===== config.mk =====
export PLATFORM = sky130hd
export DESIGN_NAME = fsm_moore_2always
export DESIGN_NICKNAME = d
export VERILOG_FILES = /design/src/rtl/fsm_moore_2always.sv
export SDC_FILE = /design/constraint.sdc
export NUM_CORES = 1
export LEC_CHECK = 0
export BUFFER_PORTS_ARGS = -buffer_cell sky130_fd_sc_hd__buf_2
export CAP_MARGIN = 10
export CORE_AREA = 5 5 42 44
export DETAILED_ROUTE_END_ITERATION = 12
export DIE_AREA = 0 0 47 49
export GPL_TIMING_DRIVEN = 0
export PLACE_DENSITY_LB_ADDON = 0.2
export SLEW_MARGIN = 20
export SYNTH_ARGS = -nofsm -noshare
export SYNTH_HDL_FRONTEND = slang
export SYNTH_SLANG_ARGS = --single-unit

===== constraint.sdc =====
create_clock -name Clk -period 1.4 [get_ports Clk]
set_input_delay 0.07 -clock Clk [delete_from_list [all_inputs] [get_ports Clk]]
set_output_delay 0.07 -clock Clk [all_outputs]
set_load 0.02 [all_outputs]

===== src/rtl/fsm_moore_2always.sv =====
// ---------------------------------------------------------------------------
// fsm_moore_2always
// Two-bit Moore up/down/clear counter built as a four-state FSM.
//
// Ports
//   Clk     in   1  system clock, rising-edge active
//   Rst     in   1  asynchronous reset, active low (forces S0)
//   X       in   2  mode: 0 hold, 1 count up, 2 count down, 3 clear
//   En      in   1  enable, active high; En=0 holds for any X
//   Cuenta  out  2  current count, decoded from state only
//
// state | meaning
// ------+-------------------------------
// S0    | count 0 (reset / clear state)
// S1    | count 1
// S2    | count 2
// S3    | count 3
// ---------------------------------------------------------------------------
module fsm_moore_2always (
  input  logic       Clk,
  input  logic       Rst,
  input  logic [1:0] X,
  input  logic       En,
  output logic [1:0] Cuenta
);

  typedef enum logic [1:0] {
    S0 = 2'b00,
    S1 = 2'b01,
    S2 = 2'b10,
    S3 = 2'b11
  } state_t;

  typedef enum logic [1:0] {
    MODE_HOLD  = 2'd0,
    MODE_UP    = 2'd1,
    MODE_DOWN  = 2'd2,
    MODE_CLEAR = 2'd3
  } mode_t;

  state_t     state_q, state_d;
  logic [1:0] cuenta_q, cuenta_d;
  mode_t      mode;

  assign mode = mode_t'(X);

  // Next-state logic. The default arm sends any unexpected state back to S0.
  always_comb begin
    state_d = state_q;
    if (En) begin
      unique case (mode)
        MODE_HOLD:  state_d = state_q;
        MODE_UP: begin
          case (state_q)
            S0:      state_d = S1;
            S1:      state_d = S2;
            S2:      state_d = S3;
            S3:      state_d = S0;
            default: state_d = S0;
          endcase
        end
        MODE_DOWN: begin
          case (state_q)
            S0:      state_d = S3;
            S1:      state_d = S0;
            S2:      state_d = S1;
            S3:      state_d = S2;
            default: state_d = S0;
          endcase
        end
        MODE_CLEAR: state_d = S0;
        default:    state_d = S0;
      endcase
    end
  end

  // Output decode of the next state, so the registered output always equals
  // the decode of the registered state (pure Moore, no path from X/En).
  always_comb begin
    cuenta_d = 2'd0;
    case (state_d)
      S0:      cuenta_d = 2'd0;
      S1:      cuenta_d = 2'd1;
      S2:      cuenta_d = 2'd2;
      S3:      cuenta_d = 2'd3;
      default: cuenta_d = 2'd0;
    endcase
  end

  always_ff @(posedge Clk or negedge Rst) begin
    if (!Rst) begin
      state_q  <= S0;
      cuenta_q <= 2'd0;
    end else begin
      state_q  <= state_d;
      cuenta_q <= cuenta_d;
    end
  end

  assign Cuenta = cuenta_q;

endmodule


==> results of run 1 <==
-- cell usage after synthesis --
cell,n,area (um2)
a22oi_1,2,15.0
buf_4,1,7.51
dfrtp_1,3,75.1
ha_1,2,25.0
inv_1,2,7.51
mux2_4,1,15.0
o21ai_0,2,10.0
o2bb2ai_1,1,8.76
xnor2_1,1,8.76
-- flip-flops by register name, summed over array words and instances, names as in the netlist --
name and flops:
state_q 2, Cuenta 1
-- critical path, delay by kind of cell, from the launching register on --
kind	cells	cell delay, ns
buf+inv	1	0.07
fa+ha+maj	1	0.31
flops	1	0.36
compound gates	1	0.15
mux	1	0.31
-- per-stage QoR --
step                cells  hold WS (ns)  worst slack [ns]  instance area, um2   util
floorplan              15        -0.226             0.206                 173      -
global placement       37        -0.136             0.138                 223  0.159
detailed placement     37        -0.133            0.0984                 223  0.159
CTS                    42        0.0508             0.115                 259  0.185
global route           42        0.0639            0.0281                 259  0.185
finish                 42        0.0647             0.119                 259  0.185
-- layer usage --
| layer | global-route usage | part of all wire | vias up |
|---|---|---|---|
| li1 | - | - | 73 |
| met1 | 0.0509 | 0.47 | 64 |
| met2 | 0.0566 | 0.35 | 9 |
| met3 | 0.0480 | 0.18 | 0 |
| met4 | 0.0276 | 0 | 0 |
| met5 | 0 | 0 | - |
-- how the worst min path moves through the flow --
| stage | to | slack (ns) | cells after the start |
|---|---|---|---|
| 6_report | Cuenta[1]$_DFF_PN0_ | 0.06 | 2 |
| 5_1_grt | state_q[1]$_DFF_PN0_ | 0.06 | 2 |
| 4_1_cts | state_q[1]$_DFF_PN0_ | 0.05 | 2 |
| 3_5_place_dp | state_q[1]$_DFF_PN0_ | -0.13 | 1 |
| 3_3_place_gp | Cuenta[1]$_DFF_PN0_ | -0.14 | 1 |
| 2_1_floorplan | Cuenta[1]$_DFF_PN0_ | -0.23 | 0 |
-- what timing repair did --
action,in CTS,in global routing
hold buffers,1,0
buffers inserted,0,0
hold endpoints to repair,3,0
-- area by class of cell --
class | instances | area share
inverter | 2 | 0.0290
multi-input combinational | 9 | 0.319
sequential | 3 | 0.290
timing repair buffer | 7 | 0.155
buffer | 1 | 0.0290
clock buffer | 4 | 0.101
tap | 16 | 0.0773
-- cells by family (layout without fill, tap and decap cells) --
group	after synthesis	after routing	share of synthesized area
AO/OA/AOI/OAI	5	5	0.196
flip-flops	3	3	0.435
XOR/XNOR	1	1	0.0507
multiplexers	1	1	0.0869
buffers and inverters	3	14	0.0870
adder cells (fa/ha/maj)	2	2	0.145
-- power by group through the flow --
stage | clock network (mW) | registers, mW | logic [mW]
after floorplan | 0 | 0.140 | 0.110
after global placement | 0 | 0.131 | 0.155
after detailed placement | 0 | 0.131 | 0.167
after CTS | 0.160 | 0.131 | 0.168
after global routing | 0.170 | 0.136 | 0.189
final | 0.150 | 0.131 | 0.165
==> metrics.txt, run 1 <==
status=completed; peak supply drop=0.000406 V; worst-margin pin slew=roughly 0.34 ns; critical-path maximum fanout=3; r2r endpoint=state_q[1]$_DFF_PN0_; PwrDens=about 1700 nW/um2; largest net degree at the start of global routing=5; reg2reg setup slack=0.12 ns; Critical-path top delay cell=dfrtp_1; final clock skew=between 0.002 and 0.003 ns; worst endpoint data arrival time=~1.4 ns; syn nets=22; most frequent cells in the layout=6 x buf_2, 3 x dfrtp_1, 3 x clkbuf_4; count of final setup violators=0; Setup crit end=state_q[1]$_DFF_PN0_; CP endpoint kind=flop; Multi-input gate area=slightly above 80 um2; post-DP HPWL=between 300 and 400 um; R2R cell count=4; H-Tree Level Count=1; DR pass1 iterations=2; drt via density=3.48; port buffer count=6; DIE WIDTH=approximately 47 um; Rel. slew slack=0.772; drt total wl=364 um; startpoint types=flop; Gate power share=0.370; Yosys reg bits=3; Mapped Area=roughly 170 um2; ANT nets after route=0; global-route wire length before repair=around 740 um; Rows=14; Worst Path Required=roughly 1.5 ns; fillers=~170; Netlist cell types=9; Syn Area/Cell=11.5 um2; initial antenna violation count=0; clk buf depth=2; number of max-cap violations=0; clock transition at the registers of the reported paths=approximately 0.040 ns; Critical Path Max Stage Delay=0.36 ns; minimum clock period=1.28 ns; Seq pwr share=0.294; P&R area growth vs syn=50.0%; Post-Route Setup TNS=0 ns; die height=around 50 um; Max Clk Rate=781 MHz; Antenna Diode Count=0; leakage=0.127 nW; Post-route DRC=0; Root Buffer=clkbuf_4; Final Wtd Congestion=0.651; Post-Syn Instances=15; critical path type=reg2reg; CP cell instances=inv_1 > ha_1 > mux2_4 > a22oi_1; clock share of power=0.336; hold_sp=En; commonest non-fill, non-tap cell in the layout=buf_2; Total GRT Usage=0.0473; worst skew pair latency=between 0.2 and 0.25 ns; final net count=34; Sw Pwr=approximately 140 uW; CTS Buf Count=3; Tot Pwr=between 400 and 500 uW; Die ar.=about 2300 um2; DRT iter0 DRCs=2; core footprint=~1400 um2; Synth Warn #=0; unrepaired setup endpoints after global routing=false; Storage cell area=roughly 75 um2; internal power=between 300 and 400 uW; fin. max-slew vios=0; Starting Density=0.123; vias in the first global route=around 190; Hold WC Path Type=in2reg; Sink Count=3; clock tree from TritonCTS=built; Wirelength per Cell=8.67 um; vias post-DR=146; Worst R2R Start=state_q[0]$_DFF_PN0_; post-route clock period utilization=0.915; boundary pin count=7; sequential share of the synthesized area=0.435; CP Launch Point=state_q[0]$_DFF_PN0_; Hold Violations, Final=0; GRT overflow=0; share of layout cells above drive strength 1=0.423; CTS resizes=0; Sw Share=0.319
No activity file was read; power rests on OpenSTA's default activity.
==> run 2, diff against run 1 <==
--- a/config.mk
+++ b/config.mk
@@ -11,6 +11,7 @@
 export DETAILED_ROUTE_END_ITERATION = 12
 export DIE_AREA = 0 0 47 49
 export GPL_TIMING_DRIVEN = 0
+export HOLD_SLACK_MARGIN = 0.1
 export PLACE_DENSITY_LB_ADDON = 0.2
 export SLEW_MARGIN = 20
 export SYNTH_ARGS = -nofsm -noshare
==> run 2 against run 1 <==
Against the previous run: critical path depth unchanged; count of clock-buffer cells in the layout unchanged; global-route usage decreased by 0.071 points; critical path type unchanged; largest power group unchanged.
==> metrics.txt, run 2 (synthesis gave the netlist of run 1 again) <==
share of layout cells above drive strength 1=0.407; Tot Pwr=around 450 uW; Total GRT Usage=0.0466; internal power=just over 300 uW; most frequent cells in the layout=6 x buf_2, 3 x dfrtp_1, 3 x clkbuf_4; DRT iter0 DRCs=3; Rel. slew slack=0.772; Sw Pwr=142 uW; Die ar.=around 2300 um2; CP cell instances=inv_1 > ha_1 > mux2_4 > a22oi_1; Seq pwr share=0.292; routed wl met3=about 67 um; initial antenna violation count=0; largest net degree at the start of global routing=5; top sig layer=met3; GRT overflow=0; vias post-DR=148; Gate power share=0.373; Post-Route Setup TNS=0 ns; unrepaired setup endpoints after global routing=false; dpl ws=a little under 0.1 ns; startpoint types=flop; Starting Density=0.123; worst-margin pin slew=roughly 0.34 ns; worst skew pair latency=between 0.2 and 0.25 ns; final net count=35; R2R cell count=4; CTS Buf Count=3; CTS resizes=0; most flop-heavy register=state_q; Wirelength per Cell=8.40 um; Root Buffer=clkbuf_4; Post-route DRC=0; reg2reg setup slack=roughly 0.12 ns; DIE WIDTH=roughly 47 um; post-route clock period utilization=0.915; Critical-path top delay cell=dfrtp_1; number of max-cap violations=0; post-DP HPWL=308 um; clock transition at the registers of the reported paths=around 0.04 ns; Rows=14; PwrDens=1670 nW/um2; Hold Violations, Final=0; minimum clock period=approximately 1.3 ns; die height=49 um; ANT nets after route=0; worst endpoint data arrival time=approximately 1.4 ns; commonest non-fill, non-tap cell in the layout=buf_2; clock tree from TritonCTS=built; boundary pin count=7; DR WL met2=130 um; core footprint=between 1000 and 1500 um2; port buffer count=6; Worst Path Required=between 1.5 and 2 ns; DR pass1 iterations=2; max FFs per register=2; H-Tree Level Count=1; Max Clk Rate=~800 MHz; Antenna Diode Count=0; P&R area growth vs syn=55.8%; global-route wire length before repair=between 700 and 800 um; Hold WC Path Type=in2async; final clock skew=~0.0028 ns; status=completed; Final Worst Setup Slack=0.119 ns; critical-path maximum fanout=3; clock share of power=0.335; drt total wl=361 um; fin. max-slew vios=0; CP endpoint kind=flop; drt via density=3.44; WL met1=163 um; count of final setup violators=0; critical path type=reg2reg; Final Wtd Congestion=0.651; Sw Share=0.318; clk buf depth=2; peak supply drop=0.000405 V; vias in the first global route=roughly 180; Sink Count=3; Critical Path Max Stage Delay=0.36 ns; leakage=roughly 0.13 nW
[run 2: cell count changes in the layout (fill, tap and decap cells not counted), sizes merged]
cell	previous run	this run
dlygate4sd3	1	2
[run 2: path summary, 6_finish.rpt]
| kind | startpoint | to |
|---|---|---|
| max in group asynchronous | Rst | Cuenta[1]$_DFF_PN0_ |
| min reg2reg | state_q[0]$_DFF_PN0_ | state_q[0]$_DFF_PN0_ |
| max | state_q[0]$_DFF_PN0_ | state_q[1]$_DFF_PN0_ |
| min | Rst | state_q[1]$_DFF_PN0_ |
| min in group Clk | X[1] | state_q[0]$_DFF_PN0_ |
| max reg2reg | state_q[0]$_DFF_PN0_ | state_q[1]$_DFF_PN0_ |
[run 2: final cells by class]
type / count / area [um2]
clock buffer: 4 / 26.3
inverter: 2 / 7.51
tap: 16 / 20.0
timing repair buffer: 8 / 50.0
sequential: 3 / 75.1
multi-input combinational: 9 / 82.6
buffer: 1 / 7.51
fill: 169 / 1130
[run 2: routing by layer]
metal	vias to the layer above	track usage
met5	-	0
met3	0	0.0480
met2	9	0.0566
met4	0	0.0276
met1	64	0.0487
li1	75	-
[run 2: what timing repair did]
action / 4_1_cts / 5_1_grt
endpoints found under the setup margin: 0 / 0
endpoints found under the hold margin: 5 / 0
setup buffers: 0 / 0
hold buffers: 2 / 0
[run 2: power groups by stage]
stage          sequential (mW)  clock [mW]  combinational, mW
2_1_floorplan            0.140           0              0.110
3_3_place_gp             0.131           0              0.155
3_5_place_dp             0.131           0              0.167
4_1_cts                  0.131       0.160              0.170
5_1_grt                  0.136       0.170              0.191
6_report                 0.131       0.150              0.167
[run 2: stage by stage]
step                      instance area (um2)  instances  utilization  hold slack [ns]
after floorplan                           173         15            -           -0.226
after global placement                    223         37        0.159           -0.136
after detailed placement                  223         37        0.159           -0.133
after CTS                                 269         43        0.192            0.170
after global routing                      269         43        0.192            0.182
final                                     269         43        0.192            0.177
[run 2: critical path: cells and delay by family (launching register included)]
family	cells	cell delay, ns
adder cells (fa/ha/maj)	1	0.31
AO/OA/AOI/OAI	1	0.15
multiplexers	1	0.31
buffers and inverters	1	0.07
flip-flops	1	0.36
